File: src/rtl/async_fifo_rd_sched.sv
// Round-robin read scheduler over N_CH async FIFOs in the rd_clk domain.
// Ports: ch_empty/ch_cnt/ch_rd_data in, ch_rd_en out; m_valid/m_data/m_ch out with m_ready in.
module async_fifo_rd_sched #(
    parameter  int N_CH   = 4,
    parameter  int DEPTH  = 16,
    parameter  int DWIDTH = 64,
    parameter  int BURST  = 4,
    localparam int CNT_W  = $clog2(DEPTH) + 1,
    localparam int CH_W   = $clog2(N_CH)
) (
    input  logic                    rd_clk,
    input  logic                    rst,
    input  logic [N_CH-1:0]         ch_empty,
    input  logic [N_CH*CNT_W-1:0]   ch_cnt,
    output logic [N_CH-1:0]         ch_rd_en,
    input  logic [N_CH*DWIDTH-1:0]  ch_rd_data,
    output logic                    m_valid,
    output logic [DWIDTH-1:0]       m_data,
    output logic [CH_W-1:0]         m_ch,
    input  logic                    m_ready
);

    typedef enum logic {S_IDLE, S_BURST} state_t;

    state_t            state, state_n;
    logic [CH_W-1:0]   grant, last_grant, tag, pick;
    logic [CNT_W-1:0]  len, beats, sel_cnt, first_len;
    logic              hit, issue, issue_ok, done, pop, inflight;
    logic [2:0]        pend;
    logic [1:0]        occ;
    logic              wr_ptr, rd_ptr;
    logic [DWIDTH-1:0] skid_d [2];
    logic [CH_W-1:0]   skid_c [2];

    function automatic logic [CH_W-1:0] rr_idx(input logic [CH_W-1:0] base,
                                               input int k);
        int t;
        t = int'(base) + 1 + k;
        if (t >= N_CH) t = t - N_CH;
        return CH_W'(t);
    endfunction

    // First non-empty channel after the last one served.
    always_comb begin
        hit  = 1'b0;
        pick = '0;
        for (int k = 0; k < N_CH; k++) begin
            if (!hit && !ch_empty[rr_idx(last_grant, k)]) begin
                hit  = 1'b1;
                pick = rr_idx(last_grant, k);
            end
        end
    end

    // Burst length: min(count, BURST), never zero.
    always_comb begin
        sel_cnt   = ch_cnt[pick*CNT_W +: CNT_W];
        first_len = (sel_cnt < CNT_W'(BURST)) ? sel_cnt : CNT_W'(BURST);
        if (first_len == '0) first_len = CNT_W'(1);
    end

    assign pop  = m_valid & m_ready;
    assign pend = {1'b0, occ} + {2'b0, inflight};

    // Skid holds 2; a read only goes out if its word has a free slot on return.
    assign issue_ok = (pend < 3'd2) || ((pend == 3'd2) && pop);

    always_comb begin
        state_n  = state;
        ch_rd_en = '0;
        issue    = 1'b0;
        done     = 1'b0;
        unique case (state)
            S_IDLE: begin
                if (hit) state_n = S_BURST;
            end
            S_BURST: begin
                issue           = issue_ok & ~ch_empty[grant] & ~rst;
                ch_rd_en[grant] = issue;
                // A stale count may promise more than exists; empty ends it.
                if ((beats + CNT_W'(issue)) == len || ch_empty[grant]) begin
                    state_n = S_IDLE;
                    done    = 1'b1;
                end
            end
            default: state_n = S_IDLE;
        endcase
    end

    always_ff @(posedge rd_clk) begin
        if (rst) begin
            state      <= S_IDLE;
            grant      <= '0;
            last_grant <= CH_W'(N_CH - 1);
            len        <= '0;
            beats      <= '0;
            inflight   <= 1'b0;
            tag        <= '0;
            occ        <= '0;
            wr_ptr     <= 1'b0;
            rd_ptr     <= 1'b0;
            for (int i = 0; i < 2; i++) begin
                skid_d[i] <= '0;
                skid_c[i] <= '0;
            end
        end else begin
            state <= state_n;
            if (state == S_IDLE && hit) begin
                grant <= pick;
                len   <= first_len;
                beats <= '0;
            end
            if (issue) beats <= beats + CNT_W'(1);
            if (done) last_grant <= grant;
            inflight <= issue;
            if (issue) tag <= grant;
            // Read data is valid the cycle after its enable.
            if (inflight) begin
                skid_d[wr_ptr] <= ch_rd_data[tag*DWIDTH +: DWIDTH];
                skid_c[wr_ptr] <= tag;
                wr_ptr         <= ~wr_ptr;
            end
            if (pop) rd_ptr <= ~rd_ptr;
            occ <= occ + {1'b0, inflight} - {1'b0, pop};
        end
    end

    assign m_valid = (occ != 2'd0);
    assign m_data  = skid_d[rd_ptr];
    assign m_ch    = skid_c[rd_ptr];

endmodule

File: config.mk
export PLATFORM = sky130hd
export DESIGN_NAME = async_fifo_rd_sched
export DESIGN_NICKNAME = d
export VERILOG_FILES = /design/src/rtl/async_fifo_rd_sched.sv
export SDC_FILE = /design/constraint.sdc
export NUM_CORES = 1
export LEC_CHECK = 0
export BUFFER_PORTS_ARGS = -buffer_cell sky130_fd_sc_hd__buf_2
export CAP_MARGIN = 20
export CORE_AREA = 2 2 138 140
export CTS_CLUSTER_SIZE = 12
export DETAILED_ROUTE_END_ITERATION = 6
export DIE_AREA = 0 0 140 142
export PLACE_DENSITY_LB_ADDON = 0.05
export SLEW_MARGIN = 5
export SYNTH_ARGS = -nofsm -noshare
export SYNTH_HDL_FRONTEND = slang
export SYNTH_SLANG_ARGS = --single-unit
File: constraint.sdc
create_clock -name rd_clk -period 4.1 [get_ports rd_clk]
set_input_delay 0.205 -clock rd_clk [delete_from_list [all_inputs] [get_ports rd_clk]]
set_output_delay 0.205 -clock rd_clk [all_outputs]
set_load 0.01 [all_outputs]
# Word level (Yosys, flattened, before mapping)
# Memories as Yosys holds them, arrays and structs flattened. A register that Yosys moved wholly into a read port is not among the register bits.
# Cells that the tools add are included.
# W data, S select, Z words.
op_classes:
  n_lt_le_gt_ge: 12
  eq_ne: 2
  n_mux: 50
  n_reduce_logical: 18
  shifts: 2
  add_sub_neg: 13
  mul: 1
  n_bitwise: 9
ops:
  columns: ["op", "n"]
  rows:
  - ["$shiftx A256 B9 Y64", 1]
  - ["$mux W64", 1]
  - ["$reduce_or A64 Y1", 1]
  - ["$mux W1", 28]
  - ["$mux W5", 4]
  - ["$shiftx A20 B6 Y5", 1]
  - ["$mux W2", 9]
  - ["$lt A2 B3 Y1 const B", 5]
  - ["$ge A4 B3 Y1 const B", 3]
  - ["$bmux W1 S2", 5]
  - ["$add A3 B2 Y4 const B", 2]
  - ["$sub A2 B1 Y2 const B", 4]
  - ["$logic_and A1 B1 Y1", 6]
  - ["$add A5 B1 Y5", 1]
  - ["$add A5 B1 Y5 const B", 1]
  - ["$eq A5 B5 Y1", 1]
  - ["$logic_not A1 Y1", 5]
  - ["$logic_not A5 Y1", 1]
  - ["$lt A5 B3 Y1 const B", 1]
  - ["$mul A2 B3 Y5 const B", 1]
  - ["$not A1 Y1", 5]
  - ["$add A3 B1 Y4 const B", 1]
  - ["$and A4 B4 Y4", 1]
  - ["$mux W4", 1]
  - ["other kinds (14)", 18]
totals:
  regBits: 22
  n_memories: 2
  word_cells: 119
  mem_bits_rw: 132
memory_table:
  columns: ["memory", "words", "width", "rd", "rd_ports_with_merged_regs", "write_ports", "line", "source"]
  rows:
  - ["skid_d", 2, 64, 1, 1, 2, "32", "logic [DWIDTH-1:0] skid_d [2];"]
  - ["skid_c", 2, 2, 1, 1, 2, "33", "logic [CH_W-1:0] skid_c [2];"]

# Depth between registers and ports, before layout
logic_depth:
  depth_word: 21
  mapped_depth: 12
  depth_no_buf: 12

# Worst setup path before layout
# OpenSTA, ideal clock, no wires.
synth_path:
  kind: "reg-to-reg"
  from: "reg inflight"
  to: "mem skid_c[1][0] (netlist name) (enable)"
  t_arrival_ns: 2.288
  path_stages_with_launch: 4
  path_buffers: 1
  slack_ns: 1.377
  path_cell_list: "dfxtp_1 nand3b_1 clkbuf_1 nand2b_1"
synth_rtl:
  columns: ["element", "line", "source"]
  rows:
  - ["start, declared", "28", "logic hit, issue, issue_ok, done, pop, inflight;"]
  - ["start signal, assigned", "115", "inflight <= issue;"]
  - ["end, declared", "33", null]

# Worst setup path after layout
layout_path:
  from: "reg inflight"
  to: "reg last_grant[1]"
layout_between:
  elab_chain_len: 11
  word_cells_on_any_way: 12
  cone_classes: "add/sub: 2; order compare: 1; eq/ne: 2; mux: 2; bitwise: 2; reduce/logical: 3"
layout_rtl:
  columns: ["element", "line", "source"]
  rows:
  - ["$add A2 B1 Y3 *", "63", "assign pend = {1'b0, occ} + {2'b0, inflight};"]
  - ["parallel branches: the longest is 2 deep, another holds $lt A3 B2 Y1", null, null]
  - ["$logic_or A1 B1 Y1 *", "66", "assign issue_ok = (pend < 3'd2) || ((pend == 3'd2) && pop);"]
  - ["$and A1 B1 Y1 * (2 in series)", "78", "issue = issue_ok & ~ch_empty[grant] & ~rst;"]
  - ["$add A5 B1 Y5 *", "81", "if ((beats + CNT_W'(issue)) == len || ch_empty[grant]) begin"]
  - ["$eq A5 B5 Y1 *", "81", null]
  - ["$logic_or A1 B1 Y1 *", "81", null]
  - ["$mux W1 *", "81", null]
  - ["$mux W1 *", "73", "unique case (state)"]
  - ["end signal, assigned", "94", "last_grant <= CH_W'(N_CH - 1);"]
  - ["end signal, assigned", "114", "if (done) last_grant <= grant;"]
  - ["end, declared", "26", "logic [CH_W-1:0] grant, last_grant, tag, pick;"]
# Every way passes the cells marked *.
# A chain may end at the register's enable or synchronous reset.

==> reports/metrics.yaml <==
syn2layout_area_growth_pct: 29.2
cellLeakagePower_uw: 0.00454
layoutNonFillerInstCount: 1172
wl_per_cell_um: 17.6
start_util: 0.462
clockBufferDepth: 2
track_usage: 0.206
coreArea_um2: 18500
yosys.cell_types.count: 48
die_y_um: 142
overflow: 0
synth_common_cells: "132 x edfxtp_1, 69 x nor2b_1, 68 x and2_1, 66 x mux2_2, 65 x mux4_2"
violations: "design-rule violations"
clk_pin_slew_worst_paths_ps: 60
grt.met3_usage: 0.0542
worstPathRequired_ps: 4410
num_rows: 50
io_pins: 354
maxCapViolCount: 0
p_total_uw: 4240
num_antenna_cells: 0
ys_seq_elements: 155
setup_viol_count_final: 0
grt_pass1_wl_um: 31400
hpwl_um: 14500
clkLatencyLatePin_ps: 420
cts_tree: "yes"
cp.arrival_ps: 3350
hold_slack_ps: 231
outcome: "complete, but fails checks"
routabilityCongestion: 0.781
via_per_inst: 5.28
worst_clock_skew_ps: 7.06
ys_seq_area_frac: 0.519
synth_edf_count: 132
nets: 1216
synth_top_family_by_area: "multiplexers"
die_area_um2: 19900
cts_buffers: 17
period_share: 0.742
crit_fanout: 6
synth_compound_area_frac: 0.0296
max_stage_delay_ps: 440
hold_path_class: "in -> reg"
synthCells: 589
htreeDepth: 4
ctsResizeCount: 0
rsz0062_at_grt: "false"
crit_family: "compound AO/OA/AOI/OAI gates"
path_buf_inv: 1
grt-busiest-layer: "met2"
end_kind: "register"
antenna_found_initial: 0
synth_most_common_cell: "edfxtp_1"
cts_sinks: 155
peakVddDrop_v: 0.000300
synthTopCellsByArea: "edfxtp_1 46%, mux4_2 17%, mux2_2 8.7%, dfxtp_1 5.4%, nor2b_1 5.1%"
grt_max_degree: 67
use_met1: 0.233
drc: 20
via_count: 6190
synth.top_cell.area_share: 0.465
ant_nets: 0
synthArstFlopShare: 0
yosys_most_used_dff: "edfxtp_1"
port_buffers: 353
muxShareOfSynthArea: 0.268
final-max-slew-violation-count: 0
cp_cell_sequence: "ha_1 > inv_1 > ha_1 > a31oi_1 > nor3_4 > ha_1 > ha_1 > or3_1 > a31oi_1 > a41o_1 > nand2_1 > a211o_1"
syn_area_per_cell_um2: 14.5
dp.cells: 1140
start_kind: "register"
tns_ps: 0
power.density_nw_per_um2: 385
cts_hold_buf: 0
syn_nets: 880
cp_slowest_cell: "dfxtp_1"
timing.fmax_ghz: 0.329
min_period_ps: 3040
netlist_area_um2: 8530
synth-warning-count: 0
hold_viol_final: 0
cp_common_cell: "ha_1"
worstMarginPinSlew_ps: 984
grtUsageMet2: 0.380
firstDrtPassIters: 7
synth_xor_area_frac: 0.0103
synth_top_area_cell: "edfxtp_1"
drtIter0Drc: 267
routed_wl_um: 20600
drive_above_1_share: 0.569
fillCellCount: 1549
die_w_um: 140
path_class: "reg -> reg"
yosys.area_share.adder: 0.0117
slew_headroom: 0.344
cts-root-buf: "clkbuf_16"
synth_simple_gate_area_frac: 0.136
grt_pass1_vias: 6406
post-cts-setup-buffers: 0
## cells by family (layout without fill, tap and decap cells)
group / Yosys count / count (layout)
AOI/OAI and AO/OA: 33 / 33
adders and majority gates: 8 / 8
xor gates and xnor gates: 10 / 10
muxes: 138 / 138
DFF: 155 / 155
and+or+nand+nor: 194 / 194
buffers and inverters: 51 / 400
## registers in the layout (all words and copies together) (netlist names), 2 cells and up, named ones only
signal	flops
len	5
grant	2
tag	2
beats	5
skid_d	128
skid_c	4
occ	2
last_grant	2
## layout make-up
type                       count  area [um2]  area share
clock buffer                  18         429      0.0389
clock inverter                14         106     0.00965
inverter                      10        38.8     0.00352
multi-input combinational    383        3900       0.354
sequential                   155        4430       0.402
tap                          234         293      0.0266
timing repair buffer         358        1820       0.165
## report_power, final
| group | total (uW) | internal, uW | switching, uW |
|---|---|---|---|
| Clock | 1430 | 821 | 604 |
| Combinational | 873 | 492 | 381 |
| Sequential | 1940 | 1820 | 126 |
| Total | 4240 | 3130 | 1110 |
## worst paths after layout
path,start,end,slack [ps],cells after the start
hold reg to reg,len[1]$_SDFFE_PP0P_,len[1]$_SDFFE_PP0P_,480,2
setup / recovery,inflight$_SDFF_PP0_,last_grant[1]$_SDFFE_PP1P_,1060,12
setup reg to reg,inflight$_SDFF_PP0_,last_grant[1]$_SDFFE_PP1P_,1060,12
hold / removal,rst,rd_ptr$_SDFFE_PP0P_,230,2
## layer usage
metal  vias to the layer above  routed length (um)
met5                         -                   0
met4                         0                 394
met3                        34                1340
met2                       249               11000
met1                      3004                7920
li1                       2903                   -
## cells in the final DEF (no fill, tap or decap), types with 6 or more instances in the layout
| cell type | count |
|---|---|
| inv_1 | 9 |
| a21oi_1 | 9 |
| nor2b_1 | 69 |
| nor2_1 | 13 |
| mux2i_1 | 6 |
| ha_1 | 8 |
| clkinvlp_4 | 6 |
| buf_2 | 353 |
| and2_1 | 68 |
| mux4_2 | 65 |
| clkbuf_16 | 17 |
| mux2_2 | 66 |
| dfxtp_1 | 20 |
| edfxtp_1 | 132 |
| xnor2_1 | 9 |
| nand2_1 | 14 |
## through the flow
step                worst slack, ps   util  area [um2]
floorplan                      1380      -        8530
global placement               1210  0.568       10500
detailed placement             1080  0.568       10500
CTS                            1070  0.597       11000
global route                    904  0.597       11000
finish                         1060  0.597       11000
(Power assumes the default switching activity.)
